`src/rtl/upm_thermal_ctrl_pkg.sv`:
```
// Shared types for the UPM thermal chain scan sequencer.
// Defining UPM_THERMAL_CTRL_SO_RETIME_EN adds the DRAIN state and one cycle of overhead.
package upm_thermal_ctrl_pkg;

  localparam int LEN_MAX_W = 9;
  typedef logic [LEN_MAX_W-1:0] upm_thermal_ctrl_len_t;

`ifdef UPM_THERMAL_CTRL_SO_RETIME_EN
  localparam int PHASE_OVERHEAD = 5;
  typedef enum logic [2:0] {
    IDLE, SELECT, CAPTURE, SHIFT, UPDATE, DONE, DRAIN
  } upm_thermal_ctrl_state_e;
`else
  localparam int PHASE_OVERHEAD = 4;
  typedef enum logic [2:0] {
    IDLE, SELECT, CAPTURE, SHIFT, UPDATE, DONE
  } upm_thermal_ctrl_state_e;
`endif

endpackage

```
`src/rtl/upm_thermal_ctrl_shreg.sv`:
```
// Write/read shift registers and bit counter for the thermal chain sequencer.
// si is registered here so it lines up with the registered shift strobe.
module upm_thermal_ctrl_shreg #(
  parameter int DR_WIDTH = 64,
  parameter int LEN_W    = $clog2(DR_WIDTH + 1)
) (
  input  logic                clk,
  input  logic                rst_n,
  input  logic                load,
  input  logic [LEN_W-1:0]    len,
  input  logic [DR_WIDTH-1:0] wdata,
  input  logic                shift_en,
  input  logic                sample_en,
  input  logic                so_bit,
  output logic                si,
  output logic                last,
  output logic [DR_WIDTH-1:0] rdata
);

  logic [DR_WIDTH-1:0] wreg;
  logic [DR_WIDTH-1:0] smask;
  logic [LEN_W-1:0]    len_q;
  logic [LEN_W-1:0]    cnt;

  // cnt counts shift cycles already entered, so it equals len_q during the final one.
  assign last = (cnt == len_q);

  always_ff @(posedge clk or negedge rst_n) begin
    if (!rst_n) begin
      wreg  <= '0;
      smask <= '0;
      len_q <= '0;
      cnt   <= '0;
      rdata <= '0;
      si    <= 1'b0;
    end else if (load) begin
      wreg  <= wdata;
      smask <= DR_WIDTH'(1);
      len_q <= len;
      cnt   <= '0;
      rdata <= '0;
      si    <= 1'b0;
    end else begin
      si <= shift_en ? wreg[0] : 1'b0;
      if (shift_en) begin
        wreg <= wreg >> 1;
        cnt  <= cnt + LEN_W'(1);
      end
      // One-hot mask walks up so each sample lands in the next rdata bit.
      if (sample_en) begin
        rdata <= rdata | (smask & {DR_WIDTH{so_bit}});
        smask <= smask << 1;
      end
    end
  end

endmodule

```
`src/rtl/upm_thermal_chain_ctrl.sv`:
```
// Host-side scan sequencer for the UPM thermal CBB daisy chain.
// UPM_THERMAL_CTRL_SO_RETIME_EN retimes so through one flop and inserts a DRAIN cycle.
module upm_thermal_chain_ctrl
  import upm_thermal_ctrl_pkg::*;
#(
  parameter int DR_WIDTH = 64,
  parameter int LEN_W    = $clog2(DR_WIDTH + 1)
) (
  input  logic                tck,
  input  logic                fdfx_powergood,
  input  logic                req_valid,
  output logic                req_ready,
  input  logic [LEN_W-1:0]    req_len,
  input  logic [DR_WIDTH-1:0] req_wdata,
  output logic                rsp_valid,
  output logic                rsp_err,
  output logic [DR_WIDTH-1:0] rsp_rdata,
  input  logic                power_enable_error,
  output logic                sel,
  output logic                capture,
  output logic                shift,
  output logic                update,
  output logic                si,
  input  logic                so
);

  upm_thermal_ctrl_state_e state, nxt;
  logic nxt_err;
  logic load;
  logic len_bad;
  logic last;
  logic so_bit;
  logic samp_ok;
  logic sample_en;

  assign load    = (state == IDLE) && req_valid;
  assign len_bad = upm_thermal_ctrl_len_t'(req_len) > upm_thermal_ctrl_len_t'(DR_WIDTH);
  // A bit whose shift cycle saw a power fault is never collected.
  assign samp_ok = shift & ~power_enable_error;

`ifdef UPM_THERMAL_CTRL_SO_RETIME_EN
  logic so_q;
  logic samp_d;

  always_ff @(posedge tck or negedge fdfx_powergood) begin
    if (!fdfx_powergood) begin
      so_q   <= 1'b0;
      samp_d <= 1'b0;
    end else begin
      so_q   <= so;
      samp_d <= samp_ok;
    end
  end

  assign so_bit    = so_q;
  assign sample_en = samp_d;
`else
  assign so_bit    = so;
  assign sample_en = samp_ok;
`endif

  always_comb begin
    nxt     = state;
    nxt_err = 1'b0;
    case (state)
      IDLE:    if (req_valid) begin
                 if (len_bad) begin
                   nxt     = DONE;
                   nxt_err = 1'b1;
                 end else begin
                   nxt = SELECT;
                 end
               end
      SELECT:  nxt = CAPTURE;
      CAPTURE: nxt = last ? UPDATE : SHIFT;
`ifdef UPM_THERMAL_CTRL_SO_RETIME_EN
      SHIFT:   nxt = last ? DRAIN : SHIFT;
      DRAIN:   nxt = UPDATE;
`else
      SHIFT:   nxt = last ? UPDATE : SHIFT;
`endif
      UPDATE:  nxt = DONE;
      DONE:    nxt = IDLE;
      default: nxt = IDLE;
    endcase
    if (power_enable_error && (state == SELECT || state == CAPTURE || state == SHIFT)) begin
      nxt     = DONE;
      nxt_err = 1'b1;
    end
  end

  // Strobes are decoded from the next state so every output comes straight off a flop.
  always_ff @(posedge tck or negedge fdfx_powergood) begin
    if (!fdfx_powergood) begin
      state     <= IDLE;
      req_ready <= 1'b1;
      sel       <= 1'b0;
      capture   <= 1'b0;
      shift     <= 1'b0;
      update    <= 1'b0;
      rsp_valid <= 1'b0;
      rsp_err   <= 1'b0;
    end else begin
      state     <= nxt;
      req_ready <= (nxt == IDLE);
      sel       <= (nxt != IDLE) && (nxt != DONE);
      capture   <= (nxt == CAPTURE);
      shift     <= (nxt == SHIFT);
      update    <= (nxt == UPDATE);
      rsp_valid <= (nxt == DONE);
      rsp_err   <= nxt_err;
    end
  end

  upm_thermal_ctrl_shreg #(
    .DR_WIDTH (DR_WIDTH),
    .LEN_W    (LEN_W)
  ) u_shreg (
    .clk       (tck),
    .rst_n     (fdfx_powergood),
    .load      (load),
    .len       (req_len),
    .wdata     (req_wdata),
    .shift_en  (nxt == SHIFT),
    .sample_en (sample_en),
    .so_bit    (so_bit),
    .si        (si),
    .last      (last),
    .rdata     (rsp_rdata)
  );

endmodule

```
`config.mk`:
```
export PLATFORM = sky130hd
export DESIGN_NAME = upm_thermal_chain_ctrl
export DESIGN_NICKNAME = d
export VERILOG_FILES = /design/src/rtl/upm_thermal_ctrl_pkg.sv /design/src/rtl/upm_thermal_ctrl_shreg.sv /design/src/rtl/upm_thermal_chain_ctrl.sv
export SDC_FILE = /design/constraint.sdc
export NUM_CORES = 1
export LEC_CHECK = 0
export CAP_MARGIN = 20
export CORE_UTILIZATION = 35
export CTS_CLUSTER_DIAMETER = 40
export CTS_CLUSTER_SIZE = 20
export DETAILED_ROUTE_END_ITERATION = 8
export PLACE_DENSITY = 0.65
export SLEW_MARGIN = 25
export SYNTH_ARGS = -nofsm -noshare
export SYNTH_HDL_FRONTEND = slang
export SYNTH_SLANG_ARGS = --single-unit
export TNS_END_PERCENT = 30
```
`constraint.sdc`:
```
create_clock -name tck -period 3.4 [get_ports tck]
set_clock_uncertainty 0.05 [all_clocks]
set_input_delay 0.51 -clock tck [delete_from_list [all_inputs] [get_ports tck]]
set_output_delay 0.51 -clock tck [all_outputs]
set_load 0.02 [all_outputs]
```
# ---- Word level (Yosys, flattened, before mapping)
# Index checks and enable logic that the tools add are counted.
dict set report classes {
  add_sub_neg 1
  n_lt_le_gt_ge 1
  n_eq_ne 10
  muxes 19
  bitwise 4
  reduce_logical 11
}
# op count
set ops {}
lappend ops {{64-bit two-way mux} 6}
lappend ops {{64-bit AND} 1}
lappend ops {{64-bit OR} 1}
lappend ops {{7-bit two-way mux} 2}
lappend ops {{3-bit by 2-bit == test with 1-bit output (second input constant)} 4}
lappend ops {{3-bit two-way mux} 4}
lappend ops {{3-bit case mux with 4 select lines} 1}
lappend ops {{3-bit == test (second input constant)} 3}
lappend ops {{7-bit by 1-bit adder with 7-bit output (second input constant)} 1}
lappend ops {{7-bit == test} 1}
lappend ops {{7-bit > comparator (second input constant)} 1}
lappend ops {{3-bit zero test} 2}
lappend ops {{1-bit two-way mux} 6}
lappend ops {{2-bit nonzero test} 2}
lappend ops {{3-bit by 1-bit == test with 1-bit output (second input constant)} 1}
lappend ops {{1-bit logical AND} 3}
lappend ops {{3-bit inequality test (second input constant)} 1}
lappend ops {{3-bit nonzero test} 1}
lappend ops {{1-bit logical OR} 2}
lappend ops {{2-bit OR reduction} 1}
lappend ops {{1-bit AND} 1}
lappend ops {{1-bit NOT} 1}
dict set report word_totals {
  regBits 217
  input_bits 76
  output_inout_bits 72
  elab_cells 60
}

# ---- Logic depth before layout (Yosys ltp)
dict set report logic_depth {
  depth_word 8
  mapped_depth 8
}

# ---- Cells and area by module
# A second synthesis with hierarchy kept.
dict set report hier_totals {
  cells_unflattened 791
  area_unflattened_um2 8853.5
}
# module instances cells_each area_each_um2 seq_area_each_um2
set by_module_without_submodules {}
lappend by_module_without_submodules {upm_thermal_ctrl_shreg 1 749 8413.1 5180.0}
lappend by_module_without_submodules {upm_thermal_chain_ctrl 1 42 440.4 251.5}

# ---- Worst setup path after synthesis
# Ideal clock, no wire load.
dict set report synth_timing {
  path_type {input -> register}
  startpoint {in req_valid}
  endpoint {reg u_shreg.cnt[3]}
  setup_time_ns 0.129
  t_arrival_ns 1.760
  required_ns 3.221
  path_slack_ns 1.461
  stages 7
  n_path_buf 3
  path_cell_list {or3b_1 > or2_2 > clkbuf_1 > buf_2 > buf_2 > o211ai_1 > o31ai_1}
}
dict set report synth_between {
  elab_chain_len 5
  word_cells_on_any_way 7
  classes_between {1 x eq/ne; 4 x mux; 2 x reduce/logical}
}
# element line
set synth_rtl {}
lappend synth_rtl {{from (decl)} upm_thermal_chain_ctrl.sv:11} ;# input logic req_valid,
lappend synth_rtl {{3-bit two-way mux} upm_thermal_chain_ctrl.sv:66} ;# IDLE: if (req_valid) begin
lappend synth_rtl {{3-bit case mux with 4 select lines} upm_thermal_chain_ctrl.sv:65} ;# case (state)
lappend synth_rtl {{3-bit two-way mux} upm_thermal_chain_ctrl.sv:86} ;# if (power_enable_error && (state == SELECT || state == CAPTURE || state == SHIFT)) begin
lappend synth_rtl {{3-bit by 2-bit == test with 1-bit output} upm_thermal_chain_ctrl.sv:124} ;# .shift_en (nxt == SHIFT),
lappend synth_rtl {{2-bit nonzero test (no line)} --}
lappend synth_rtl {{to (signal assigned)} upm_thermal_ctrl_shreg.sv:47} ;# cnt <= cnt + LEN_W'(1);
lappend synth_rtl {{to (decl)} upm_thermal_ctrl_shreg.sv:23} ;# logic [LEN_W-1:0] cnt;
# Several ways; a longest one is shown, not always the timed one.
# A chain may end at the register's enable or synchronous reset.

# ---- Final worst setup path
dict set report layout_timing {
  startpoint {reg u_shreg.cnt[3]}
  endpoint {reg u_shreg.wreg[5]}
}
dict set report layout_between {
  elab_chain_len 6
}
# element line
set layout_rtl {}
lappend layout_rtl {{7-bit == test} upm_thermal_ctrl_shreg.sv:26} ;# assign last = (cnt == len_q);
lappend layout_rtl {{3-bit two-way mux} {upm_thermal_chain_ctrl.sv:75, upm_thermal_chain_ctrl.sv:80}}
lappend layout_rtl {{3-bit case mux with 4 select lines} upm_thermal_chain_ctrl.sv:65}
lappend layout_rtl {{3-bit two-way mux} upm_thermal_chain_ctrl.sv:86}
lappend layout_rtl {{3-bit by 2-bit == test with 1-bit output} upm_thermal_chain_ctrl.sv:124}
lappend layout_rtl {{2-bit nonzero test (no line)} --}
lappend layout_rtl {{to (signal assigned)} upm_thermal_ctrl_shreg.sv:37} ;# wreg <= wdata;
lappend layout_rtl {{to (signal assigned)} upm_thermal_ctrl_shreg.sv:46} ;# wreg <= wreg >> 1;
lappend layout_rtl {{to (decl)} upm_thermal_ctrl_shreg.sv:20} ;# logic [DR_WIDTH-1:0] wreg;
# Every way passes these cells.

==> impl_metrics.toml <==
[yosys]
async_flop_share_pct = 100
synth_area_leaders = "dfrtp_1, nand2_1, a21oi_1, nand3_1, nor2_1"
yosysTopAreaCell = "dfrtp_1"
yosys.area_share.xor_xnor_pct = 0.807
synth-compound-area-share_pct = 8.38
synth_area_um2 = 8690
yosysSeqAreaShare_pct = 62.5
synth_ff_type = "dfrtp_1"
ys_types = 31
synthTopCellsByCount = "nand2_1, dfrtp_1, a21oi_1"
synthSimpleGateAreaFrac_pct = 24.7
syn_avg_cell_area_um2 = 9.15
synth_top_family_by_area = "simple AND/OR/NAND/NOR gates"
syn-num-nets = 1026
synth_top_area_share_pct = 62.2
yosysWarningCount = 0
synthAdderAreaFrac_pct = 0.144
ys_seq_elements = 217
synth_edf_count = 0
synthCells = 949
synth.most_common_cell = "nand2_1"
synthMuxAreaShare_pct = 0.346

[timing]
fin_crit_ns = 2.21
rsz0062_at_grt = "no"
finalHoldViolCount = 0
maxSlewViolCount = 0
finalWorstSetupSlack_ns = 1.19
maxSlewHeadroom_pct = 46.4
timing.final.crit_share_pct = 64.9
fin_tns_setup_ns = 0
tightest_slew_ns = 0.804
max_freq_ghz = 0.453
setup_violations = 0

[worst_setup_path]
worstReg2RegStart = "u_shreg.cnt[3]"
worstSetupPathType = "reg2reg"
crit_path_start_kind = "register"
path_cells = "xor2_1 -> nor4_1 -> a21o_2 -> buf_4 -> nand3_1 -> nand3_1"
ff2ff_setup_slack_ns = 1.19
cp_common_cell = "nand3_1"
crit_path_top_delay_cell = "buf_4"
rr_endpoint = "u_shreg.wreg[5]"
cp-end-kind = "register"
slowest_delay_ns = 0.54
worstRegToRegCells = 6
path_max_fanout = 63
required_ns = 3.81
crit_arrival_ns = 2.61

[cts]
cts_tree = "built"
clock-root-buffer = "clkbuf_16"
clk_pin_slew_worst_paths_ns = 0.06
clkSinkCount = 217
cts_resized = 0
cts_max_level = 1
insertion_delay_ns = 0.54
cts_inserted_buffers = 30
ctsLongestPathBuffers = 3
postCtsSetupBuffers = 0

[power_and_ir_drop]
p_sw_mw = 2.39
swShare_pct = 29.7
seq_power_share_pct = 41.5
p_clk_share_pct = 39.9
combPwrFrac_pct = 18.6
total_power_mw = 8.04
peakVddDrop_mv = 0.355
cellInternalPower_mw = 5.65
leakagePower_nw = 5.25
power_per_cell_area_nw_per_um2 = 698

[finish]
layout.cells.non_filler = 1422
nets = 1151
syn2layout_area_growth_pct = 32.7
nFillCells = 2256
drive_gt1_share_pct = 6.74
diodes = 0

[placement]
dp_cells = 1365
io_buffer_count = 147
dpl.hpwl_um = 11700
place.gp.congestion = 0.794
preCtsSetupSlack_ns = 0.663

[floorplan]
initial_core_util_pct = 35.7
dieArea_um2 = 25500
row_count = 57
die_h_um = 160
die_w_um = 160
core_um2 = 24300
io-pin-count = 148

[detailed_routing]
vias_per_cell = 4.89
post_drt_wl_per_cell_um = 13.7
drt_iter0_markers = 569
drt_wl_total_um = 19500
antenna_left = 0
drt_first_pass_iters = 4
drc_errors = 0
vias = 6956

[job]
drv_cap = 0

[min_path]
timing.hold.worst_path_depth = 2
min_to = "u_shreg.wreg[37]"
worstHoldPathType = "reg2reg"
hp-start = "u_shreg.wreg[38]"

[run_status]
outcome = "complete, no violations"

[global_routing]
grt_max_degree = 102
grt_pass1_wl_um = 33200
overflow = 0
first_global_vias = 6599
grt_antenna_before_repair = 0
grt_usage_pct = 15.4
-- placed cells by master, fill, tap and decap left out, drive strengths merged, types with 3 or more instances in the layout --
cell type,synthesis,layout
nand2,285,285
a21oi,132,132
nor2,72,72
nand3,129,129
buf,23,13
and2,3,3
clkdlybuf4s50,0,146
mux2i,3,3
o21ai,3,3
inv,1,8
nand2b,5,5
dfrtp,216,216
bufinv,0,4
clkbuf,44,35
clkinvlp,0,5
clkinv,0,5
xor2,7,7
-- flip-flops by register name, indices dropped and copies added, names as in the netlist, 3 cells and up --
| name | count |
|---|---|
| state | 3 |
| u_shreg.cnt | 7 |
| u_shreg.len_q | 7 |
| u_shreg.rdata | 64 |
| u_shreg.smask | 64 |
| u_shreg.wreg | 64 |
-- cells by family (layout without fill, tap and decap cells) --
logic type | count (synthesis) | count (layout)
xor gates and xnor gates | 8 | 8
buffers and inverters | 68 | 217
adders and majority gates | 1 | 1
AOI/OAI and AO/OA | 142 | 142
muxes | 3 | 3
and+or+nand+nor | 510 | 510
DFF | 217 | 217
-- power groups by stage --
stage / logic, mW / registers [mW] / clock network [mW]
2_1_floorplan: 1.01 / 3.35 / 0
3_3_place_gp: 1.47 / 3.37 / 0
3_5_place_dp: 1.52 / 3.37 / 0
4_1_cts: 1.53 / 3.34 / 3.29
5_1_grt: 1.72 / 3.40 / 3.40
6_report: 1.50 / 3.34 / 3.21
-- critical path, delay by kind of cell (launching register included) --
kind | cells | cell delay [ns]
XOR/XNOR | 1 | 0.18
AND/OR/NAND/NOR | 3 | 0.62
buffers and inverters | 1 | 0.54
flip-flops | 1 | 0.43
AO/OA/AOI/OAI | 1 | 0.26
-- metal layers --
metal | GRT usage [%] | vias up | wire length (um)
li1 | - | 3399 | -
met1 | 23.2 | 3333 | 9420
met2 | 22.9 | 198 | 8690
met3 | 2.84 | 26 | 1100
met4 | 3.76 | 0 | 254
met5 | 0 | - | 0
-- cell type report --
cell class	count	area, um^2	area share (%)
Multi-Input combinational cell	664	3000	26.0
Clock buffer	35	791	6.86
Timing Repair Buffer	160	1640	14.2
Clock inverter	21	258	2.24
Sequential cell	217	5430	47.1
Inverter	1	3.75	0.0326
Tap cell	324	405	3.52
-- worst max path at each step --
stage	startpoint	to	slack [ns]	depth (start not counted)
after detailed placement	power_enable_error	u_shreg.wreg[24]	0.66	7
after global placement	power_enable_error	u_shreg.wreg[63]	0.69	6
final	u_shreg.cnt[3]	u_shreg.wreg[5]	1.19	6
after CTS	req_ready	req_ready	1.17	1
after global routing	u_shreg.cnt[3]	u_shreg.wreg[15]	1.01	6
after floorplan	req_valid	u_shreg.cnt[3]	1.46	7
-- what timing repair did --
action	4_1_cts	5_1_grt
hold buffers	1	0
endpoints found under the setup margin	0	0
endpoints found under the hold margin	76	0
-- stage by stage --
| stage | instance area (um^2) | hold slack [ns] | util, % |
|---|---|---|---|
| after floorplan | 8690 | 0.164 | - |
| after global placement | 10500 | 0.406 | 43.1 |
| after detailed placement | 10500 | 0.409 | 43.1 |
| after CTS | 11500 | 0.426 | 47.4 |
| after global routing | 11500 | 0.445 | 47.4 |
| final | 11500 | 0.423 | 47.4 |
Note: power is estimated with default switching activity, not from simulation.
